[src/rtl/chimera_cluster_pwr_seq.sv]
// Power sequencer for accelerator clusters. It moves one cluster at a time through
// clock enable, reset release and isolation on power-up, and the reverse on power-down.
module chimera_cluster_pwr_seq #(
  parameter int unsigned NumClusters = 5,
  parameter int unsigned CntWidth    = 8,
  parameter int unsigned IdxWidth    = (NumClusters > 1) ? $clog2(NumClusters) : 1
) (
  input  logic                   clk_i,
  input  logic                   rst_ni,
  input  logic [NumClusters-1:0] cluster_en_i,
  input  logic [CntWidth-1:0]    clk_settle_i,
  input  logic [CntWidth-1:0]    rst_hold_i,
  input  logic [CntWidth-1:0]    drain_timeout_i,
  input  logic [NumClusters-1:0] cluster_idle_i,
  output logic [NumClusters-1:0] clk_en_o,
  output logic [NumClusters-1:0] rst_no,
  output logic [NumClusters-1:0] isolate_o,
  output logic [NumClusters-1:0] active_o,
  output logic [NumClusters-1:0] timeout_o,
  output logic                   busy_o,
  output logic [IdxWidth-1:0]    cur_idx_o,
  output logic [2:0]             dbg_state_o
);

  localparam logic [2:0] StIdle  = 3'd0;
  localparam logic [2:0] StUpClk = 3'd1;
  localparam logic [2:0] StUpRst = 3'd2;
  localparam logic [2:0] StDnIso = 3'd3;
  localparam logic [2:0] StDnRst = 3'd4;

  localparam logic [IdxWidth:0]   NumW   = (IdxWidth+1)'(NumClusters);
  localparam logic [CntWidth-1:0] CntOne = CntWidth'(1);

  logic [2:0]             state_q, state_d;
  logic [IdxWidth-1:0]    idx_q, idx_d;
  logic [IdxWidth-1:0]    ptr_q, ptr_d;
  logic [CntWidth-1:0]    cnt_q, cnt_d;
  logic [NumClusters-1:0] clk_en_q, clk_en_d;
  logic [NumClusters-1:0] rst_n_q, rst_n_d;
  logic [NumClusters-1:0] iso_q, iso_d;
  logic [NumClusters-1:0] active_q, active_d;
  logic [NumClusters-1:0] timeout_q, timeout_d;

  logic [NumClusters-1:0] pending;
  logic                   found;
  logic [IdxWidth-1:0]    sel_idx;
  logic [IdxWidth:0]      cand;
  logic [IdxWidth:0]      ptr_inc;
  logic [IdxWidth-1:0]    ptr_nxt;
  logic                   cnt_zero;

  assign pending  = cluster_en_i ^ active_q;
  assign cnt_zero = (cnt_q == '0);

  // Round-robin scan: first pending cluster at or after the pointer, wrapping.
  always_comb begin
    found   = 1'b0;
    sel_idx = '0;
    cand    = '0;
    for (int k = 0; k < int'(NumClusters); k++) begin
      cand = {1'b0, ptr_q} + (IdxWidth+1)'(k);
      if (cand >= NumW) cand = cand - NumW;
      if (!found && pending[cand[IdxWidth-1:0]]) begin
        found   = 1'b1;
        sel_idx = cand[IdxWidth-1:0];
      end
    end
  end

  assign ptr_inc = {1'b0, sel_idx} + (IdxWidth+1)'(1);
  assign ptr_nxt = (ptr_inc >= NumW) ? '0 : ptr_inc[IdxWidth-1:0];

  always_comb begin
    state_d   = state_q;
    idx_d     = idx_q;
    ptr_d     = ptr_q;
    cnt_d     = cnt_q;
    clk_en_d  = clk_en_q;
    rst_n_d   = rst_n_q;
    iso_d     = iso_q;
    active_d  = active_q;
    timeout_d = timeout_q;
    case (state_q)
      StIdle: begin
        if (found) begin
          idx_d = sel_idx;
          ptr_d = ptr_nxt;
          if (active_q[sel_idx]) begin
            iso_d[sel_idx]     = 1'b1;
            active_d[sel_idx]  = 1'b0;
            timeout_d[sel_idx] = 1'b0;
            cnt_d              = drain_timeout_i;
            state_d            = StDnIso;
          end else begin
            clk_en_d[sel_idx] = 1'b1;
            cnt_d             = clk_settle_i;
            state_d           = StUpClk;
          end
        end
      end
      StUpClk: begin
        if (cnt_zero) begin
          rst_n_d[idx_q] = 1'b1;
          cnt_d          = rst_hold_i;
          state_d        = StUpRst;
        end else begin
          cnt_d = cnt_q - CntOne;
        end
      end
      StUpRst: begin
        if (cnt_zero) begin
          active_d[idx_q] = 1'b1;
          iso_d[idx_q]    = 1'b0;
          state_d         = StIdle;
        end else begin
          cnt_d = cnt_q - CntOne;
        end
      end
      StDnIso: begin
        // Idle seen on the last counter cycle still counts as a clean drain.
        if (cluster_idle_i[idx_q] || cnt_zero) begin
          if (!cluster_idle_i[idx_q]) timeout_d[idx_q] = 1'b1;
          rst_n_d[idx_q] = 1'b0;
          cnt_d          = rst_hold_i;
          state_d        = StDnRst;
        end else begin
          cnt_d = cnt_q - CntOne;
        end
      end
      StDnRst: begin
        if (cnt_zero) begin
          clk_en_d[idx_q] = 1'b0;
          state_d         = StIdle;
        end else begin
          cnt_d = cnt_q - CntOne;
        end
      end
      default: state_d = StIdle;
    endcase
  end

  always_ff @(posedge clk_i or negedge rst_ni) begin
    if (!rst_ni) begin
      state_q   <= StIdle;
      idx_q     <= '0;
      ptr_q     <= '0;
      cnt_q     <= '0;
      clk_en_q  <= '0;
      rst_n_q   <= '0;
      iso_q     <= '1;
      active_q  <= '0;
      timeout_q <= '0;
    end else begin
      state_q   <= state_d;
      idx_q     <= idx_d;
      ptr_q     <= ptr_d;
      cnt_q     <= cnt_d;
      clk_en_q  <= clk_en_d;
      rst_n_q   <= rst_n_d;
      iso_q     <= iso_d;
      active_q  <= active_d;
      timeout_q <= timeout_d;
    end
  end

  assign clk_en_o    = clk_en_q;
  assign rst_no      = rst_n_q;
  assign isolate_o   = iso_q;
  assign active_o    = active_q;
  assign timeout_o   = timeout_q;
  assign busy_o      = (state_q != StIdle);
  assign cur_idx_o   = idx_q;
  assign dbg_state_o = state_q;

endmodule

[config.mk]
export PLATFORM = sky130hd
export DESIGN_NAME = chimera_cluster_pwr_seq
export DESIGN_NICKNAME = d
export VERILOG_FILES = /design/src/rtl/chimera_cluster_pwr_seq.sv
export SDC_FILE = /design/constraint.sdc
export NUM_CORES = 1
export LEC_CHECK = 0
export ABC_AREA = 1
export CAP_MARGIN = 5
export CORE_ASPECT_RATIO = 0.8
export CORE_MARGIN = 2
export CORE_UTILIZATION = 35
export DETAILED_ROUTE_END_ITERATION = 7
export SYNTH_ARGS = -nofsm -noshare
export SYNTH_HDL_FRONTEND = slang
export SYNTH_SLANG_ARGS = --single-unit
[constraint.sdc]
create_clock -name clk_i -period 8.63 [get_ports clk_i]
set_input_delay 1.726 -clock clk_i [delete_from_list [all_inputs] [get_ports clk_i]]
set_output_delay 1.726 -clock clk_i [all_outputs]
set_load 0.05 [all_outputs]
* Word level (Yosys, flattened, before mapping) *
Index checks and enable logic that the tools add are counted.

storage, ports and cells
  register bits = 42
  input bits = 36
  output and inout bits = 32
  word-level logic and storage cells = 155

operators by class
  $add $sub $neg = 11
  magnitude comparators = 15
  equal/unequal tests = 14
  muxes and demuxes = 66
  bitwise logic cells = 13
  reductions and logical operators = 27

operators with widths
  kind                 count
  $mux 5               15
  $pmux 5 s2           5
  $mux 3               15
  $mux 8               5
  $pmux 8 s4           1
  $lt 3x4->1 const B   7
  $and 5x5->5          5
  $or 5x5->5           5
  $bmux 1 s3           7
  $ge 4x3->1 const B   5
  $ne 2x2->1 const B   9
  $sub 3x3->3 const B  5
  $mux 1               14
  $pmux 3 s4           1
  $reduce_and 4->1     3
  $not 5->5            2
  $add 3x1->4 const B  2
  $add 3x2->4 const B  2
  $logic_not 8->1      1
  $reduce_bool 2->1    4
  $sub 8x1->8 const B  1
  $demux 1 s3          2
  $eq 3x2->1 const B   2
  $ge 3x1->1 const B   2
  17 further kinds     26

* Logic depth before layout (Yosys ltp) *
  depth in word-level cells = 26
  depth in mapped cells = 26
  depth with buffers taken out = 25

* Worst setup path before layout *
Ideal clock, no wire load.

  path type = input to register
  start point = input port cluster_en_i[4]
  end point = register active_q[0], in the netlist active_o[0]
  library setup time = 0.120 ns
  arrival = 3.693 ns
  required time = 8.510 ns
  setup slack = 4.817 ns
  stages = 19
  path buffers = 1
  cells stage by stage = xnor2_1 -> inv_2 -> nand3_1 -> nand2_1 -> nand2_4 -> nand3_4 -> nor2_8 -> nand3_2 -> nor2_2 -> a21oi_4 -> inv_2 -> nand2_1 -> nand2_2 -> clkinv_4 -> nand3_4 -> nand3_2 -> buf_4 -> nand2_1 -> o21ai_2

on the way
  word-level cells in the longest chain between the ends = 25
  elaborated cells between the ends (all ways) = 44
  classes of those cells = order compare: 2; eq/ne: 2; mux: 27; bitwise: 3; reduce/logical: 10

ends and longest elaborated chain
  what                                     RTL line  RTL
  start, declared                          10        input logic [NumClusters-1:0] cluster_en_i,
  $xor 5x5->5 *                            52        assign pending = cluster_en_i ^ active_q;
  $bmux 1 s3                               63        if (!found && pending[cand[IdxWidth-1:0]]) begin
  $mux 1 (not written as such)             63
  $mux 1                                   63
  $logic_not 1->1                          63
  $logic_and 1x1->1                        63
  $mux 1                                   63
  $logic_not 1->1                          63
  (+9 left out)                            n/a
  $logic_and 1x1->1 (not written as such)  90        active_d[sel_idx] = 1'b0;
  $mux 1 (not written as such)             90
  $demux 1 s3                              90
  $not 5->5 (no line)                      n/a
  $and 5x5->5 (no line)                    n/a
  $mux 5                                   88        if (active_q[sel_idx]) begin
  $mux 5                                   85        if (found) begin
  $pmux 5 s2                               83        case (state_q)
  end signal, assigned                     161       active_q <= active_d;
  end, declared                            41        logic [NumClusters-1:0] active_q, active_d;

Every way passes the cells marked *; elsewhere a longest branch is shown, timed or not. The select of a mux whose other input is x is not followed.
A chain may end at the register's enable or synchronous reset.

* Worst setup path after layout *
Same ends and word-level chain as after synthesis.

==> results.yml <==
placed_design:
  port-buffer-count: 67
  gp_congestion: 0.9377
  hpwl_um: 9151
clocking:
  cts-htree-levels: 2
  cts_sinks: 42
  cts-root-buf: "clkbuf_16"
  cts.reportedPaths.clkPinSlew_ns: 0.06
  ctsHoldBuffers: 0
  postCtsSetupBuffers: 0
  cts_resized: 0
  cts_buffers: 5
  cts_buffer_depth: 2
  cts_tree: "built"
  clock_latency_ns: 0.28
cells_and_area:
  areaGrowthSynthToFinish_pct: 27.86
  drive_above_1_share_pct: 10.08
  fin_nets: 671
  diodes: 0
floorplan:
  start_util_pct: 36.11
  coreArea_um2: 10320
  die_width_um: 119.4
  rows: 33
  io_pins: 68
  dieArea_um2: 11500
  die-height_um: 96.30
logic_synthesis:
  seq_area_frac_synth_pct: 28.37
  syn_avg_cell_area_um2: 6.765
  ys.flop_type: "dfrtp_1"
  syn-num-nets: 598
  synthCells: 551
  synth-seq-cells: 42
  synth_edf_count: 0
  yosysUniqueCellTypes: 44
  yosysWarnings: 0
  ys_async_sr_fraction_pct: 100.0
  syn-cell-area_um2: 3727
critical_path:
  crit_path_max_fanout: 20
  slowest_delay_ns: 0.43
  critPathLaunchType: "primary input"
  r2r_cells: 22
  crit_path_cell_trace: "clkdlybuf4s50_1 > xnor2_1 > inv_2 > nand3_1 > nand2_1 > nand2_4 > nand3_4 > nor2_8 > nand3_2 > nor2_2 > a21oi_4 > inv_2 > nand2_1 > nand2_2 > clkinv_4 > nand3_4 > nand3_2 > nand2_1 > o21ai_2"
  slowest_stage: "xnor2_1"
  cp.required_ns: 8.79
  cp_common_cell: "nand2_1"
  path_class: "in2reg"
  rr_startpoint: "ptr_q[0]"
  regToRegSetupSlack_ns: 4.56
  r2r-end: "active_o[0]"
  endpoint_kind: "flip-flop"
  cp.arrival_ns: 4.79
outcome:
  status: "finished clean"
drt:
  final_antenna_net_count: 0
  drtIter0Drc: 286
  drc: 0
  wl_per_cell_um: 15.26
  wirelength_um: 11670
  num_vias: 3944
  dr.pass1.iters: 5
  viasPerCell: 5.156
grt:
  grt_pass1_wl_um: 18910
  grt_usage_pct: 20.79
  overflow: 0
  antenna_found_initial: 0
  grt_max_degree: 43
  grt_pass1_vias: 3708
timing:
  skew_ns: 0.007433
  min_period_over_period_pct: 53.68
  tns_ns: 0
  whs_ns: 0.4974
  relSlewSlack_pct: 25.12
  finalHoldViolations: 0
  final.min_clock_period_ns: 4.633
  worst_slew_pin_slew_ns: 1.115
  max_freq_mhz: 215.9
  slew_viol_final: 0
  setup-violations-final: 0
  rsz0062_at_grt: "false"
job:
  maxCapViolations: 0
min_path:
  hp-class: "reg2reg"
  hold_path_startpoint: "isolate_o[4]"
  holdPathStages: 2
  whs_endpoint: "isolate_o[4]"
==> critical path: cells and delay by family <==
family	cells	cell delay, ns
AOI/OAI and AO/OA	2	0.13
buffers and inverters	4	0.79
xor gates and xnor gates	1	0.43
and+or+nand+nor	12	1.70
==> placed cells by master, fill, tap and decap left out, drive strengths merged <==
master / netlist / routed
nor2: 45 / 45
xor2: 5 / 5
nand4: 17 / 17
o211ai: 2 / 2
inv: 90 / 90
clkbuf: 2 / 5
or3: 1 / 1
bufinv: 0 / 2
o21ai: 55 / 55
dfrtp: 37 / 37
a31oi: 9 / 9
nor3: 12 / 12
clkinv: 3 / 4
ha: 10 / 10
nand3: 75 / 75
xnor2: 7 / 7
nand2: 135 / 135
clkdlybuf4s50: 0 / 66
o21a: 3 / 3
o31ai: 3 / 3
a221oi: 8 / 8
fa: 1 / 1
buf: 4 / 6
nand3b: 2 / 2
a22oi: 1 / 1
a21oi: 17 / 17
dfstp: 5 / 5
o22ai: 2 / 2
==> synth_stat cells (4+ instances only) <==
cell | count | area, um^2
a31oi_1 | 9 | 56.30
o21ai_1 | 13 | 65.06
o21ai_0 | 39 | 195.2
nand2_1 | 123 | 461.7
nand3_2 | 6 | 60.06
dfstp_2 | 5 | 131.4
nand2_2 | 8 | 50.05
nand3_1 | 66 | 330.3
a221oi_1 | 8 | 70.07
a21oi_1 | 16 | 80.08
inv_2 | 6 | 22.52
inv_1 | 83 | 311.6
nor2_1 | 38 | 142.6
xnor2_1 | 7 | 61.31
xor2_1 | 4 | 35.03
nand2_4 | 4 | 45.04
dfrtp_1 | 37 | 925.9
nand4_1 | 16 | 100.1
ha_1 | 10 | 125.1
nor3_1 | 11 | 55.05
==> cell families after synthesis <==
kind of cell | count (synthesis) | share of synthesized area [%]
AO/OA/AOI/OAI | 100 | 15.81
adder cells (fa/ha/maj) | 11 | 3.894
buffers and inverters | 99 | 10.47
XOR/XNOR | 12 | 3.021
flip-flops | 42 | 28.37
AND/OR/NAND/NOR | 287 | 38.44
==> layout make-up <==
type / instances / area [um^2]
tap: 140 / 175.2
multi-input combinational: 410 / 2280
sequential: 42 / 1057
timing repair buffer: 72 / 703.2
clock inverter: 3 / 68.82
clock buffer: 5 / 125.1
fill: 1055 / 5557
inverter: 93 / 356.6
==> metrics by stage <==
stage | std cells | setup WS [ns] | utilization (%) | cell area (um^2)
floorplan | 551 | 4.817 | - | 3727
global placement | 757 | 3.789 | 44.29 | 4572
detailed placement | 757 | 3.762 | 44.29 | 4572
CTS | 765 | 4.046 | 46.17 | 4766
global route | 765 | 3.714 | 46.17 | 4766
finish | 765 | 3.997 | 46.17 | 4766
==> how the worst max path moves through the flow <==
stage / end / startpoint / slack (ns)
after floorplan: active_o[0] / cluster_en_i[4] / 4.82
after global placement: active_o[0] / cluster_en_i[4] / 3.79
after detailed placement: active_o[0] / cluster_en_i[4] / 3.76
after CTS: active_o[0] / cluster_en_i[4] / 4.05
after global routing: active_o[0] / cluster_en_i[4] / 3.71
final: active_o[0] / cluster_en_i[4] / 4.00
==> per-layer routing <==
metal	wire (um)	part of all wire [%]	track usage, %	vias up
li1	-	-	-	1985
met1	6131	53	31.80	1832
met2	4741	41	30.27	120
met3	712	6.1	3.851	7
met4	87	0.75	4.118	0
met5	0	0	0	-
Power is left out: the tool's default activity adds up to more than one toggle a clock period on the data nets, which glitch-free logic cannot reach.
